<file path="src/rtl/bitscan_pkg.sv">
// Shared types and helpers for the bit-scan sequencer: FSM state enum and the
// all-ones not-found sentinel.
package bitscan_pkg;

    typedef enum logic {
        IDLE = 1'b0,
        SCAN = 1'b1
    } state_t;

    // All-ones value of the requested width (capped at 32 bits).
    function automatic logic [31:0] not_found(input int unsigned width);
        return (width >= 32) ? 32'hFFFF_FFFF : ((32'd1 << width) - 32'd1);
    endfunction

endpackage

</file>
<file path="src/rtl/bit_pick.sv">
// Combinational priority picker: index of the first set bit in priority order,
// or the not-found sentinel with o_found=0 when the vector is zero.
module bit_pick
    import bitscan_pkg::*;
#(
    parameter int unsigned IN_WIDTH   = 8,
    parameter bit          HIGH_FIRST = 1'b1,
    localparam int unsigned IDX_WIDTH = $clog2(IN_WIDTH) + 1
) (
    input  logic [IN_WIDTH-1:0]  i_vec,
    output logic [IDX_WIDTH-1:0] o_idx,
    output logic                 o_found
);

    // Later loop iterations override earlier ones, so the scan direction sets priority.
    always_comb begin
        o_idx   = IDX_WIDTH'(not_found(IDX_WIDTH));
        o_found = 1'b0;
        if (HIGH_FIRST) begin
            for (int i = 0; i < int'(IN_WIDTH); i++) begin
                if (i_vec[i]) begin
                    o_idx   = IDX_WIDTH'(i);
                    o_found = 1'b1;
                end
            end
        end else begin
            for (int i = int'(IN_WIDTH) - 1; i >= 0; i--) begin
                if (i_vec[i]) begin
                    o_idx   = IDX_WIDTH'(i);
                    o_found = 1'b1;
                end
            end
        end
    end

endmodule

</file>
<file path="src/rtl/bit_scan_sequencer.sv">
// Walks every set bit of an accepted request vector, emitting one index per
// output beat with a last-beat marker; a zero vector yields one not-found beat.
module bit_scan_sequencer
    import bitscan_pkg::*;
#(
    parameter int unsigned IN_WIDTH   = 8,
    parameter bit          HIGH_FIRST = 1'b1,
    localparam int unsigned IDX_WIDTH = $clog2(IN_WIDTH) + 1
) (
    input  logic                 clk,
    input  logic                 rst,
    input  logic                 flush,
    input  logic                 in_valid,
    output logic                 in_ready,
    input  logic [IN_WIDTH-1:0]  in_vec,
    output logic                 out_valid,
    input  logic                 out_ready,
    output logic [IDX_WIDTH-1:0] out_idx,
    output logic                 out_none,
    output logic                 out_last,
    output logic                 busy
);

    localparam logic [IDX_WIDTH-1:0] NOT_FOUND = IDX_WIDTH'(not_found(IDX_WIDTH));
    localparam int unsigned          SEL_WIDTH = IDX_WIDTH - 1;

    state_t                r_state;
    logic [IN_WIDTH-1:0]   r_pending;
    logic                  r_out_valid;
    logic [IDX_WIDTH-1:0]  r_out_idx;
    logic                  r_out_none;
    logic                  r_out_last;

    logic [IDX_WIDTH-1:0]  w_in_idx;
    logic                  w_in_found;
    logic [IDX_WIDTH-1:0]  w_pend_idx;
    logic                  w_pend_found;
    logic [IN_WIDTH-1:0]   w_in_next;
    logic [IN_WIDTH-1:0]   w_pend_next;
    logic                  w_accept;
    logic                  w_handshake;

    bit_pick #(.IN_WIDTH(IN_WIDTH), .HIGH_FIRST(HIGH_FIRST)) u_pick_in (
        .i_vec   (in_vec),
        .o_idx   (w_in_idx),
        .o_found (w_in_found)
    );

    bit_pick #(.IN_WIDTH(IN_WIDTH), .HIGH_FIRST(HIGH_FIRST)) u_pick_pend (
        .i_vec   (r_pending),
        .o_idx   (w_pend_idx),
        .o_found (w_pend_found)
    );

    // Clearing with a sentinel index is harmless: the source vector is zero then.
    assign w_in_next   = in_vec    & ~(IN_WIDTH'(1) << w_in_idx[SEL_WIDTH-1:0]);
    assign w_pend_next = r_pending & ~(IN_WIDTH'(1) << w_pend_idx[SEL_WIDTH-1:0]);

    assign w_handshake = r_out_valid && out_ready;
    assign in_ready    = !flush && ((r_state == IDLE) || (w_handshake && r_out_last));
    assign w_accept    = in_valid && in_ready;

    assign out_valid = r_out_valid;
    assign out_idx   = r_out_idx;
    assign out_none  = r_out_none;
    assign out_last  = r_out_last;
    assign busy      = (r_state != IDLE);

    // FSM, pending mask and output registers; rst over flush over accept over advance.
    always_ff @(posedge clk) begin
        if (rst) begin
            r_state     <= IDLE;
            r_pending   <= '0;
            r_out_valid <= 1'b0;
            r_out_idx   <= NOT_FOUND;
            r_out_none  <= 1'b0;
            r_out_last  <= 1'b0;
        end else if (flush) begin
            r_state     <= IDLE;
            r_pending   <= '0;
            r_out_valid <= 1'b0;
            r_out_idx   <= NOT_FOUND;
            r_out_none  <= 1'b0;
            r_out_last  <= 1'b0;
        end else if (w_accept) begin
            r_state     <= SCAN;
            r_pending   <= w_in_next;
            r_out_valid <= 1'b1;
            r_out_idx   <= w_in_idx;
            r_out_none  <= !w_in_found;
            r_out_last  <= (w_in_next == '0);
        end else if (w_handshake) begin
            if (!r_out_last && w_pend_found) begin
                r_pending  <= w_pend_next;
                r_out_idx  <= w_pend_idx;
                r_out_last <= (w_pend_next == '0);
            end else begin
                r_state     <= IDLE;
                r_pending   <= '0;
                r_out_valid <= 1'b0;
                r_out_none  <= 1'b0;
                r_out_last  <= 1'b0;
            end
        end
    end

endmodule
</file>
<file path="config.mk">
export PLATFORM = sky130hd
export DESIGN_NAME = bit_scan_sequencer
export DESIGN_NICKNAME = d
export VERILOG_FILES = /design/src/rtl/bitscan_pkg.sv /design/src/rtl/bit_pick.sv /design/src/rtl/bit_scan_sequencer.sv
export SDC_FILE = /design/constraint.sdc
export NUM_CORES = 1
export LEC_CHECK = 0
export CORE_AREA = 5 5 51 53
export DETAILED_ROUTE_END_ITERATION = 10
export DIE_AREA = 0 0 56 58
export PLACE_DENSITY = 0.82
export SYNTH_ARGS = -nofsm -noshare
export SYNTH_HDL_FRONTEND = slang
export SYNTH_SLANG_ARGS = --single-unit
</file>
<file path="constraint.sdc">
create_clock -name clk -period 2.3 [get_ports clk]
set_input_delay 0.46 -clock clk [delete_from_list [all_inputs] [get_ports clk]]
set_output_delay 0.46 -clock clk [all_outputs]
set_load 0.005 [all_outputs]
</file>
Word level (Yosys, flattened, before mapping)
Cells that the tools add are included.

operators by class
  eq/ne operators = 1
  shifts and indexed selects = 2
  multiplexer cells = 45
  bitwise logic cells = 5
  reductions and logical operators = 16

operators with widths
  operator               count
  $mux W4                19
  $mux W8                3
  $mux W1                23
  $and A8 B8 Y8          2
  $logic_not A8 Y1       2
  $not A8 Y8             2
  $shl A1 B3 Y8 const A  2
  $logic_and A1 B1 Y1    5
  $reduce_and A2 Y1      2
  $reduce_bool A2 Y1     2
  $logic_not A1 Y1       3
  $ne A2 B2 Y1 const B   1
  $reduce_or A2 Y1       1
  $logic_or A1 B1 Y1     1
  $not A1 Y1             1

word-level totals
  register bits = 15
  bits of input ports = 13
  output and inout port bits = 9

Depth between registers and ports, before layout
Gate-level depths: netlist of run 1.

  depth in word-level cells = 15
  gate-level depth with buffers = 6
  gate-level depth less buffers = 5

Cells and area by module
From an unflattened synthesis of run 1, not the netlist that was laid out.

unflattened totals
  cell total of the unflattened synthesis = 157
  area total of the unflattened synthesis = 1193.6 µm²

by module, submodules not included
  module              instances  cells an instance  area an instance (µm²)  seq. area each (µm²)
  bit_scan_sequencer  1          129                991.0                   300.3
  bit_pick            2          14                 101.3                   0.0

Worst setup path before layout of run 1
No wires, ideal clock.

  path type = in2reg
  start = in in_vec[4]
  end = reg r_out_last, in the netlist out_last
  setup time = 0.073 ns
  arrival = 1.804 ns
  data required time = 2.227 ns
  setup slack = 0.423 ns
  stages on the path = 4
  buffers on the path = 0
  cells stage by stage = or4_4 -> or3_4 -> maj3_2 -> o211ai_2

on the way
  longest elaborated chain between the ends = 9

ends and longest elaborated chain
  item                   RTL line                  source
  start, declared        bit_scan_sequencer.sv:15  input logic [IN_WIDTH-1:0] in_vec,
  $mux W4 (4 in series)  bit_pick.sv:21            if (i_vec[i]) begin
  $shl A1 B3 Y8          bit_scan_sequencer.sv:56  assign w_in_next = in_vec & ~(IN_WIDTH'(1) << w_in_idx[SEL_WIDTH-1:0]);
  $not A8 Y8             bit_scan_sequencer.sv:56
  $and A8 B8 Y8 *        bit_scan_sequencer.sv:56
  $logic_not A8 Y1 *     bit_scan_sequencer.sv:91  r_out_last <= (w_in_next == '0);
  $mux W1 *              bit_scan_sequencer.sv:85  end else if (w_accept) begin
  end signal, assigned   bit_scan_sequencer.sv:91
  end signal, assigned   bit_scan_sequencer.sv:96  r_out_last <= (w_pend_next == '0);
  end, declared          bit_scan_sequencer.sv:32  logic r_out_last;

Mark *: on every way between the ends. The rest lies on a longest branch, timed or not.
A chain may end at the register's enable or synchronous reset.

Worst setup path after layout of run 1
  start = in out_ready
  end = out in_ready

on the way
  longest elaborated chain between the ends = 4

ends and longest elaborated chain
  item                 RTL line                  source
  start, declared      bit_scan_sequencer.sv:17  input logic out_ready,
  $logic_and A1 B1 Y1  bit_scan_sequencer.sv:59  assign w_handshake = r_out_valid && out_ready;
  $logic_and A1 B1 Y1  bit_scan_sequencer.sv:60  assign in_ready = !flush && ((r_state == IDLE) || (w_handshake && r_out_last));
  $logic_or A1 B1 Y1   bit_scan_sequencer.sv:60
  $logic_and A1 B1 Y1  bit_scan_sequencer.sv:60
  end, declared        bit_scan_sequencer.sv:14  output logic in_ready,

No other way between the ends.

==> load_flow_metrics.sql, run 1 <==
INSERT INTO impl_metrics (metric_group, metric, value, unit) VALUES
('outcome', 'outcome', 'completed', ''),
('synth', 'synth_fp_nets', '137', ''),
('global_route', 'first_global_vias', '999', ''),
('pwr', 'power_density', '438', 'mW/mm²'),
('timing', 'timing.clock.skew', '0.0110', 'ns'),
('synth', 'synth_area', '956', 'µm²'),
('synth', 'yosysWarningCount', '0', ''),
('timing', 'final-setup-viol-count', '0', ''),
('routing', 'dr.pass1.iters', '4', ''),
('clocking', 'cts.path.max_buffers', '2', ''),
('global_route', 'gr-usage-all-layers', '0.174', ''),
('clocking', 'numCtsBuffers', '3', ''),
('worst_setup_path', 'crit_arrival', '1.72', 'ns'),
('worst_setup_path', 'worst_setup_path_end_kind', 'output port', ''),
('timing', 'final_period_utilization', '0.949', ''),
('layout', 'layout.nets', '171', ''),
('min_path', 'hold_path_depth', '2', ''),
('synth', 'synth_enable_flop_cells', '0', ''),
('floorplanning', 'die_w', '56', 'µm'),
('min_path', 'type_of_the_most_critical_hold_path', 'reg -> reg', ''),
('synth', 'netlist_instances', '124', ''),
('job', 'maxCapViolCount', '0', ''),
('routing', 'avgRoutedWirePerCell', '15.2', 'µm'),
('routing', 'totalWireLength', '2.82', 'mm'),
('layout', 'utilization', '0.615', ''),
('clocking', 'path_clk_slew', '0.08', 'ns'),
('pwr', 'leakagePower', '0.478', 'nW'),
('timing', 'slew_violations', '0', ''),
('clocking', 'tritoncts', 'yes', ''),
('timing', 'fin_crit', '2.18', 'ns'),
('layout', 'area.growth.synth_to_final', '35.5', '%'),
('global_route', 'initial_antenna_violation_count', '0', ''),
('global_route', 'globalRouteMet3Util', '0.0334', ''),
('worst_setup_path', 'startpoint_types', 'input pin', ''),
('global_route', 'grt_remaining_overflow', '0', ''),
('routing', 'drtIter0Drc', '57', ''),
('floorplanning', 'dieArea', '0.00325', 'mm²'),
('timing', 'slew_headroom', '0.663', ''),
('clocking', 'cts_root_buffer', 'sky130_fd_sc_hd__clkbuf_4', ''),
('clocking', 'clock_insertion_delay_worst_skew', '0.30', 'ns'),
('synth', 'synth_flop_cell', 'sky130_fd_sc_hd__dfxtp_1', ''),
('layout', 'antenna_cells_inserted', '0', ''),
('worst_setup_path', 'setup.worst_path.start', 'out_ready', ''),
('pwr', 'ir_worst_vdd', '303', 'µV'),
('layout', 'fillers', '190', ''),
('worst_setup_path', 'cp.required', '1.84', 'ns'),
('placement', 'io_buffer_count', '21', ''),
('worst_setup_path', 'path_class', 'in -> out', ''),
('worst_setup_path', 'worst-path-max-fanout', '3', ''),
('floorplanning', 'chipHeight', '58', 'µm'),
('timing', 'number_of_failing_hold_endpoints_at_the_final_stage', '0', ''),
('global_route', 'use_met1', '0.207', ''),
('placement', 'placed_wire_length_estimate', '2.25', 'mm'),
('min_path', 'hold_path_end', 'out_idx[3]', ''),
('routing', 'ant_nets', '0', ''),
('synth', 'synthArstFlopShare', '0', ''),
('layout', 'drive_gt1_frac', '0.153', ''),
('synth', 'synth.yosys.seq_area_share', '0.314', ''),
('timing', 'rsz0062_at_grt', 'false', ''),
('worst_setup_path', 'r2r_slack', '0.48', 'ns'),
('routing', 'drc_errors', '0', ''),
('global_route', 'grt_pass1_wl', '4.46', 'mm'),
('routing', 'routed_via_density', '6.07', ''),
('floorplanning', 'design.portCount', '22', ''),
('clocking', 'cts_post_setup_buffers_inserted', '0', ''),
('clocking', 'cts.sinks', '15', ''),
('timing', 'maxClockFrequency', '0.458', 'GHz'),
('clocking', 'htree_num_levels', '1', ''),
('clocking', 'resize_count_post_cts', '0', ''),
('worst_setup_path', 'reg2regPathDepth', '5', ''),
('synth', 'syn_area_per_cell', '7.71', 'µm²');
layout make-up:
| class | instances | area, µm² | area share |
|---|---|---|---|
| Clock buffer | 4 | 26.3 | 0.0203 |
| Inverter | 4 | 15.0 | 0.0116 |
| Multi-Input combinational cell | 102 | 626 | 0.483 |
| Sequential cell | 15 | 300 | 0.232 |
| Tap cell | 28 | 35.0 | 0.0271 |
| Timing Repair Buffer | 32 | 293 | 0.226 |
layout by cell type, fill, tap and decap left out, types with 2 or more instances in the layout:
cell type,count
sky130_fd_sc_hd__maj3_1,2
sky130_fd_sc_hd__inv_1,4
sky130_fd_sc_hd__or2_2,2
sky130_fd_sc_hd__nand3b_1,2
sky130_fd_sc_hd__o2111ai_1,2
sky130_fd_sc_hd__or3b_2,2
sky130_fd_sc_hd__or3_1,2
sky130_fd_sc_hd__clkbuf_4,3
sky130_fd_sc_hd__o21ai_0,9
sky130_fd_sc_hd__nor4_1,2
sky130_fd_sc_hd__buf_4,11
sky130_fd_sc_hd__o21a_1,2
sky130_fd_sc_hd__o211ai_1,4
sky130_fd_sc_hd__dfxtp_1,15
sky130_fd_sc_hd__nor3b_1,3
sky130_fd_sc_hd__a21o_1,2
sky130_fd_sc_hd__nor3_1,4
sky130_fd_sc_hd__nor2_1,14
sky130_fd_sc_hd__nand2_1,7
sky130_fd_sc_hd__a2111oi_0,2
sky130_fd_sc_hd__a21oi_1,12
sky130_fd_sc_hd__nand3_1,8
sky130_fd_sc_hd__o21bai_1,2
sky130_fd_sc_hd__nand2b_1,2
sky130_fd_sc_hd__clkdlybuf4s50_1,21
registers in the layout, indices dropped and copies added, names as in the netlist:
register	count
out_none	1
out_idx	4
r_pending	8
out_last	1
out_valid	1
worst max path at each step:
| stage | to | slack [ns] | cells after the start |
|---|---|---|---|
| 6_report | in_ready | 0.12 | 4 |
| 5_1_grt | in_ready | 0.004 | 4 |
| 4_1_cts | in_ready | 0.12 | 4 |
| 3_5_place_dp | out_last | -0.06 | 5 |
| 3_3_place_gp | out_last | 0.02 | 5 |
| 2_1_floorplan | out_last | 0.42 | 4 |
cell usage after synthesis, types with 3 or more instances:
cell type / number / area share
sky130_fd_sc_hd__nor2_1: 14 / 0.055
sky130_fd_sc_hd__nor3_1: 4 / 0.021
sky130_fd_sc_hd__nand3_1: 8 / 0.042
sky130_fd_sc_hd__inv_1: 4 / 0.016
sky130_fd_sc_hd__o21ai_0: 9 / 0.047
sky130_fd_sc_hd__o211ai_1: 4 / 0.031
sky130_fd_sc_hd__nand2_1: 7 / 0.027
sky130_fd_sc_hd__dfxtp_1: 15 / 0.31
sky130_fd_sc_hd__a21oi_1: 12 / 0.063
sky130_fd_sc_hd__nor3b_1: 3 / 0.024
per-layer routing:
metal	up-vias	wire, µm	part of all wire
met5	-	0	0
met4	0	82	0.029
met3	9	173	0.061
met2	50	1420	0.50
met1	522	1150	0.41
li1	542	-	-
report_power, final:
group          internal, W  switching [W]  total, W
clock            0.0000677      0.0000919  0.000160
sequential        0.000266     0.00000785  0.000274
combinational    0.0000682      0.0000649  0.000133
total             0.000402       0.000165  0.000567
worst max-delay path, stage by stage:
cell and delay (ns):
sky130_fd_sc_hd__clkdlybuf4s50_1 0.42, sky130_fd_sc_hd__a21boi_0 0.31, sky130_fd_sc_hd__nor2_1 0.08, sky130_fd_sc_hd__clkdlybuf4s50_1 0.45
kinds of logic after synthesis:
kind of cell / synth area share
AOI/OAI and AO/OA: 0.313
adders and majority gates: 0.0327
buffers and inverters: 0.0314
DFF: 0.314
and+or+nand+nor: 0.309
through the flow:
step	setup slack [ns]	instances	total power (W)	instance area (µm²)
6_report	0.118	185	0.000567	1290
5_1_grt	0.00418	185	0.000594	1290
4_1_cts	0.122	185	0.000566	1290
3_5_place_dp	-0.0598	181	0.000412	1270
3_3_place_gp	0.0151	181	0.000409	1270
2_1_floorplan	0.423	124	0.000340	956
Power figures use the tool's default switching activity.
==> run 2: changes to the inputs <==
--- a/config.mk
+++ b/config.mk
@@ -5,9 +5,9 @@
 export SDC_FILE = /design/constraint.sdc
 export NUM_CORES = 1
 export LEC_CHECK = 0
-export CORE_AREA = 5 5 51 53
+export CORE_AREA = 5 5 44 61
 export DETAILED_ROUTE_END_ITERATION = 10
-export DIE_AREA = 0 0 56 58
+export DIE_AREA = 0 0 49 66
 export PLACE_DENSITY = 0.82
 export SYNTH_ARGS = -nofsm -noshare
 export SYNTH_HDL_FRONTEND = slang
==> run 2 against run 1 <==
Compared with the run above:
- global-route usage up 0.97 points
- final cell count down 2.7%
- clock power about the same
- critical path depth unchanged
- fmax up 2.3%
- clock skew down 0.0051 ns
- final area about the same
- worst hold slack worse by 0.0040 ns
- highest routed layer unchanged
==> load_flow_metrics.sql, run 2 (synthesis gave the netlist of run 1 again) <==
INSERT INTO impl_metrics (metric_group, metric, value, unit) VALUES
('floorplanning', 'placement_rows', '20', ''),
('timing', 'rsz0062_at_grt', 'false', ''),
('outcome', 'outcome', 'completed', ''),
('worst_setup_path', 'cp_slowest_cell', 'sky130_fd_sc_hd__clkdlybuf4s50_1', ''),
('clocking', 'cts_post_setup_buffers_inserted', '0', ''),
('pwr', 'ir_worst_vdd', '297', 'µV'),
('worst_setup_path', 'startpoint_types', 'input pin', ''),
('placement', 'placed_wire_length_estimate', '2.22', 'mm'),
('layout', 'mostFrequentLayoutCell', 'sky130_fd_sc_hd__clkdlybuf4s50_1', ''),
('clocking', 'resize_count_post_cts', '0', ''),
('global_route', 'grt_pass1_wl', '4.67', 'mm'),
('timing', 'timing.clock.skew', '0.00588', 'ns'),
('clocking', 'cts_root_buffer', 'sky130_fd_sc_hd__clkbuf_4', ''),
('layout', 'antenna_cells_inserted', '0', ''),
('timing', 'max_slew.worst_pin.slew', '0.444', 'ns'),
('routing', 'drc_errors', '0', ''),
('floorplanning', 'die_w', '49', 'µm'),
('clocking', 'cts.path.max_buffers', '2', ''),
('worst_setup_path', 'cp.required', '1.84', 'ns'),
('layout', 'area.growth.synth_to_final', '35.6', '%'),
('floorplanning', 'floorplan.initialDensity', '0.455', ''),
('layout', 'largest-register', 'r_pending', ''),
('timing', 'maxClockFrequency', '0.469', 'GHz'),
('timing', 'slew_violations', '0', ''),
('placement', 'io_buffer_count', '21', ''),
('global_route', 'initial_antenna_violation_count', '0', ''),
('floorplanning', 'dieArea', '0.00323', 'mm²'),
('clocking', 'tritoncts', 'yes', ''),
('floorplanning', 'design.core.area', '0.00210', 'mm²'),
('placement', 'final_weighted_congestion_of_routability_driven_global_placement', '0.845', ''),
('clocking', 'cts_hold_buffers', '0', ''),
('placement', 'placedInstanceArea', '0.00127', 'mm²'),
('routing', 'routed_via_density', '6.41', ''),
('worst_setup_path', 'worst_setup_path_end_kind', 'output port', ''),
('job', 'maxCapViolCount', '0', ''),
('clocking', 'cts.sinks', '15', ''),
('timing', 'fin_crit', '2.13', 'ns'),
('layout', 'utilization', '0.617', ''),
('routing', 'ant_nets', '0', ''),
('clocking', 'clock_insertion_delay_worst_skew', '0.31', 'ns'),
('pwr', 'leakagePower', '0.485', 'nW'),
('floorplanning', 'design.portCount', '22', ''),
('worst_setup_path', 'crit_arrival', '1.67', 'ns'),
('floorplanning', 'chipHeight', '66', 'µm'),
('worst_setup_path', 'worst-path-max-fanout', '3', ''),
('global_route', 'grt_start_max_net_pins', '10', ''),
('routing', 'totalWireLength', '2.88', 'mm'),
('clocking', 'path_clk_slew', '0.10', 'ns'),
('clocking', 'numCtsBuffers', '3', ''),
('pwr', 'power_density', '443', 'mW/mm²'),
('global_route', 'gr-usage-all-layers', '0.184', ''),
('min_path', 'type_of_the_most_critical_hold_path', 'reg -> reg', ''),
('clocking', 'htree_num_levels', '1', ''),
('routing', 'drtIter0Drc', '82', ''),
('layout', 'total_area_of_multi_input_combinational_cells', '626', 'µm²'),
('layout', 'layout.nets', '172', ''),
('timing', 'number_of_failing_hold_endpoints_at_the_final_stage', '0', ''),
('layout', 'finalInstanceArea', '0.00130', 'mm²'),
('timing', 'final_period_utilization', '0.927', ''),
('timing', 'slew_headroom', '0.697', ''),
('worst_setup_path', 'cp_cell_sequence', 'clkdlybuf4s50_1 > a21boi_0 > nor2_1 > clkdlybuf4s50_1', ''),
('worst_setup_path', 'timing.critical_path.slowest_cell_delay', '0.44', 'ns'),
('worst_setup_path', 'crit_buf_inv', '2', ''),
('layout', 'fillers', '186', ''),
('global_route', 'first_global_vias', '1084', ''),
('layout', 'largest_register_ff_count', '8', ''),
('layout', 'mostFrequentLayoutCells', 'sky130_fd_sc_hd__clkdlybuf4s50_1, sky130_fd_sc_hd__dfxtp_1, sky130_fd_sc_hd__nor2_1', ''),
('timing', 'final-setup-viol-count', '0', ''),
('routing', 'avgRoutedWirePerCell', '16.0', 'µm'),
('worst_setup_path', 'path_delay_family', 'buffers and inverters', ''),
('layout', 'ff_latch_area', '300', 'µm²'),
('global_route', 'grt_remaining_overflow', '0', ''),
('worst_setup_path', 'critPathMostFrequentCell', 'sky130_fd_sc_hd__clkdlybuf4s50_1', ''),
('routing', 'dr.pass1.iters', '4', ''),
('worst_setup_path', 'path_class', 'in -> out', ''),
('routing', 'vias', '1154', ''),
('layout', 'drive_gt1_frac', '0.165', '');
==> run 2: changes by cell type in the layout (fill, tap and decap cells not counted) <==
cell | before | now
sky130_fd_sc_hd__clkinv_2 | 0 | 1
sky130_fd_sc_hd__buf_4 | 11 | 12
sky130_fd_sc_hd__clkbuf_1 | 1 | 0
==> run 2: metrics by stage <==
stage | instances | setup TNS [ns] | power, W | setup WS [ns] | hold slack [ns]
2_1_floorplan | 124 | 0 | 0.000340 | 0.423 | 0.463
3_3_place_gp | 176 | 0 | 0.000410 | 0.0115 | 0.473
3_5_place_dp | 176 | -0.0693 | 0.000414 | -0.0693 | 0.475
4_1_cts | 180 | 0 | 0.000577 | 0.161 | 0.494
5_1_grt | 180 | 0 | 0.000598 | 0.116 | 0.531
6_report | 180 | 0 | 0.000574 | 0.167 | 0.488
==> run 2: area by class of cell <==
cell class / instances / area share
multi-input cells: 102 / 0.483
clock buffers: 3 / 0.0174
inverters: 4 / 0.0116
clock inverters: 1 / 0.00386
flip-flops and latches: 15 / 0.232
well taps: 22 / 0.0212
repair buffers: 33 / 0.232
==> run 2: tightest hold or removal path: cells and delay by family, from the launching register on <==
kind | cells | cell delay [ns]
AOI/OAI and AO/OA | 2 | 0.12
DFF | 1 | 0.32
==> run 2: routing by layer <==
| metal | wire length, µm | global-route usage | up-vias |
|---|---|---|---|
| li1 | - | - | 540 |
| met1 | 1090 | 0.199 | 522 |
| met2 | 1420 | 0.310 | 71 |
| met3 | 228 | 0.0339 | 21 |
| met4 | 146 | 0.141 | 0 |
| met5 | 0 | 0 | - |
==> run 2: final timing paths <==
kind | end | cells after the start | slack [ns] | start
setup reg to reg | out_last | 5 | 0.42 | r_pending[5]
setup / recovery | in_ready | 4 | 0.17 | out_ready
hold / removal | out_none | 2 | 0.49 | out_none
hold reg to reg | out_none | 2 | 0.49 | out_none
==> run 2: power breakdown <==
group / internal (W) / total (W) / switching [W]
clock: 0.0000651 / 0.000163 / 0.0000982
combinational: 0.0000697 / 0.000136 / 0.0000664
sequential: 0.000266 / 0.000275 / 0.00000825
==> run 3: changes to the inputs <==
--- a/config.mk
+++ b/config.mk
@@ -5,10 +5,10 @@
 export SDC_FILE = /design/constraint.sdc
 export NUM_CORES = 1
 export LEC_CHECK = 0
-export CORE_AREA = 5 5 44 61
+export CORE_AREA = 5 5 43 59
 export DETAILED_ROUTE_END_ITERATION = 10
-export DIE_AREA = 0 0 49 66
-export PLACE_DENSITY = 0.82
+export DIE_AREA = 0 0 48 64
+export PLACE_DENSITY = 0.86
 export SYNTH_ARGS = -nofsm -noshare
 export SYNTH_HDL_FRONTEND = slang
 export SYNTH_SLANG_ARGS = --single-unit
==> constraint.sdc (replaced) <==
create_clock -name clk -period 2.6 [get_ports clk]
set_input_delay 0.52 -clock clk [delete_from_list [all_inputs] [get_ports clk]]
set_output_delay 0.52 -clock clk [all_outputs]
set_load 0.005 [all_outputs]
==> run 3 against run 2 <==
Compared with the run above:
- combinational power down 15%
- flip-flop and latch count unchanged
- non-clock buffer count down 6
- utilization up 2.5 points
- final area down 3.6%
- sequential power down 12%
- register-to-register slack better by 0.29 ns
- count of clock-buffer cells in the layout unchanged
- clock skew up 0.0015 ns
- critical path type unchanged
- die area down 5.0%
- critical endpoint unchanged
- worst setup slack better by 0.058 ns
- worst hold slack better by 0.0021 ns
==> load_flow_metrics.sql, run 3 (synthesis gave the netlist of run 1 again) <==
INSERT INTO impl_metrics (metric_group, metric, value, unit) VALUES
('layout', 'drive_gt1_frac', '0.132', ''),
('pwr', 'report.power.total', '0.000495', 'W'),
('placement', 'dp_worst_setup_slack', '0.154', 'ns'),
('floorplanning', 'floorplan.initialDensity', '0.490', ''),
('clocking', 'resize_count_post_cts', '0', ''),
('placement', 'placed_wire_length_estimate', '2.17', 'mm'),
('clocking', 'numCtsBuffers', '3', ''),
('floorplanning', 'design.core.area', '0.00195', 'mm²'),
('worst_setup_path', 'r2r_slack', '0.71', 'ns'),
('timing', 'slew_headroom', '0.514', ''),
('timing', 'max_slew.worst_pin.slew', '0.722', 'ns'),
('min_path', 'type_of_the_most_critical_hold_path', 'reg -> reg', ''),
('layout', 'antenna_cells_inserted', '0', ''),
('worst_setup_path', 'worst-path-max-fanout', '5', ''),
('routing', 'avgRoutedWirePerCell', '16.4', 'µm'),
('floorplanning', 'design.portCount', '22', ''),
('layout', 'utilization', '0.641', ''),
('layout', 'mostFrequentLayoutCell', 'sky130_fd_sc_hd__clkdlybuf4s50_1', ''),
('worst_setup_path', 'setup.worst_path.start', 'out_ready', ''),
('timing', 'final.setup.worst_slack', '0.225', 'ns'),
('clocking', 'cts.sinks', '15', ''),
('timing', 'timing.clock.skew', '0.00740', 'ns'),
('clocking', 'tritoncts', 'yes', ''),
('layout', 'mostFrequentLayoutCells', 'sky130_fd_sc_hd__clkdlybuf4s50_1, sky130_fd_sc_hd__dfxtp_1, sky130_fd_sc_hd__nor2_1', ''),
('clocking', 'htree_num_levels', '1', ''),
('pwr', 'leakagePower', '0.459', 'nW'),
('timing', 'rsz0062_at_grt', 'false', ''),
('layout', 'fillers', '178', ''),
('layout', 'largest-register', 'r_pending', ''),
('clocking', 'clock_insertion_delay_worst_skew', '0.30', 'ns'),
('placement', 'io_buffer_count', '21', ''),
('global_route', 'initial_antenna_violation_count', '0', ''),
('routing', 'dr.pass1.iters', '4', ''),
('clocking', 'cts_root_buffer', 'sky130_fd_sc_hd__clkbuf_4', ''),
('layout', 'ff_latch_area', '300', 'µm²'),
('clocking', 'cts_hold_buffers', '0', ''),
('worst_setup_path', 'startpoint_types', 'input pin', ''),
('floorplanning', 'die_w', '48', 'µm'),
('global_route', 'gr-usage-all-layers', '0.203', ''),
('timing', 'fin_crit', '2.37', 'ns'),
('pwr', 'ir_worst_vdd', '317', 'µV'),
('global_route', 'grt_pass1_wl', '4.57', 'mm'),
('clocking', 'cts.path.max_buffers', '2', ''),
('placement', 'final_weighted_congestion_of_routability_driven_global_placement', '0.884', ''),
('worst_setup_path', 'path_class', 'in -> out', ''),
('worst_setup_path', 'crit_arrival', '1.85', 'ns'),
('timing', 'final_period_utilization', '0.913', ''),
('timing', 'number_of_failing_hold_endpoints_at_the_final_stage', '0', ''),
('worst_setup_path', 'worst_setup_path_end_kind', 'output port', ''),
('global_route', 'first_global_vias', '1057', ''),
('floorplanning', 'chipHeight', '64', 'µm'),
('routing', 'vias', '1130', ''),
('routing', 'ant_nets', '0', ''),
('layout', 'largest_register_ff_count', '8', ''),
('clocking', 'cts_post_setup_buffers_inserted', '0', ''),
('pwr', 'power_density', '396', 'mW/mm²'),
('routing', 'drtIter0Drc', '39', ''),
('job', 'maxCapViolCount', '0', ''),
('global_route', 'grt_remaining_overflow', '0', ''),
('worst_setup_path', 'cp.required', '2.08', 'ns'),
('clocking', 'path_clk_slew', '0.09', 'ns'),
('global_route', 'grt_start_max_net_pins', '10', ''),
('layout', 'layout.nets', '166', ''),
('timing', 'setup_tns', '0', 'ns'),
('layout', 'total_area_of_multi_input_combinational_cells', '626', 'µm²'),
('floorplanning', 'dieArea', '0.00307', 'mm²'),
('timing', 'final-setup-viol-count', '0', ''),
('timing', 'maxClockFrequency', '0.421', 'GHz'),
('floorplanning', 'placement_rows', '19', ''),
('routing', 'drc_errors', '0', ''),
('timing', 'slew_violations', '0', ''),
('worst_setup_path', 'timing.rr.start', 'r_pending[4]', ''),
('routing', 'totalWireLength', '2.84', 'mm'),
('routing', 'routed_via_density', '6.53', ''),
('min_path', 'hold_path.startpoint', 'out_none', ''),
('layout', 'area.growth.synth_to_final', '30.8', '%'),
('outcome', 'outcome', 'completed', '');
## run 3: worst max-delay path: stages
cell and delay (ns):
sky130_fd_sc_hd__clkdlybuf4s50_1 0.56, sky130_fd_sc_hd__a21boi_0 0.16, sky130_fd_sc_hd__nor2_1 0.11, sky130_fd_sc_hd__clkdlybuf4s50_1 0.51
## run 3: power by group
group	switching (W)	total (W)	leakage [nW]	internal, W
Combinational	0.0000579	0.000115	0.319	0.0000567
Sequential	0.00000722	0.000243	0.122	0.000236
Clock	0.0000806	0.000138	0.0177	0.0000574
## run 3: cell type report
type | count | area share
multi-input cells | 102 | 0.501
clock buffers | 3 | 0.0180
flip-flops and latches | 15 | 0.240
clock inverters | 1 | 0.00400
inverters | 4 | 0.0120
well taps | 21 | 0.0210
repair buffers | 27 | 0.204
## run 3: layer usage
metal,global-route usage,vias to the layer above,share of wire
li1,-,533,-
met1,0.232,523,0.39
met2,0.333,63,0.50
met3,0.0365,11,0.076
met4,0.118,0,0.036
met5,0,-,0
## run 3: worst paths after layout
kind                                   to  cells after the start
worst min register to register   out_none                      2
worst max register to register  out_valid                      5
worst max-delay path             in_ready                      4
worst min-delay path             out_none                      2
## run 3: metrics by stage
| step | std cells | instance area (µm²) | hold slack [ns] |
|---|---|---|---|
| 3_3_place_gp | 169 | 1220 | 0.468 |
| 4_1_cts | 173 | 1250 | 0.502 |
| 3_5_place_dp | 169 | 1220 | 0.482 |
| 5_1_grt | 173 | 1250 | 0.528 |
| 2_1_floorplan | 124 | 956 | 0.463 |
| 6_report | 173 | 1250 | 0.490 |
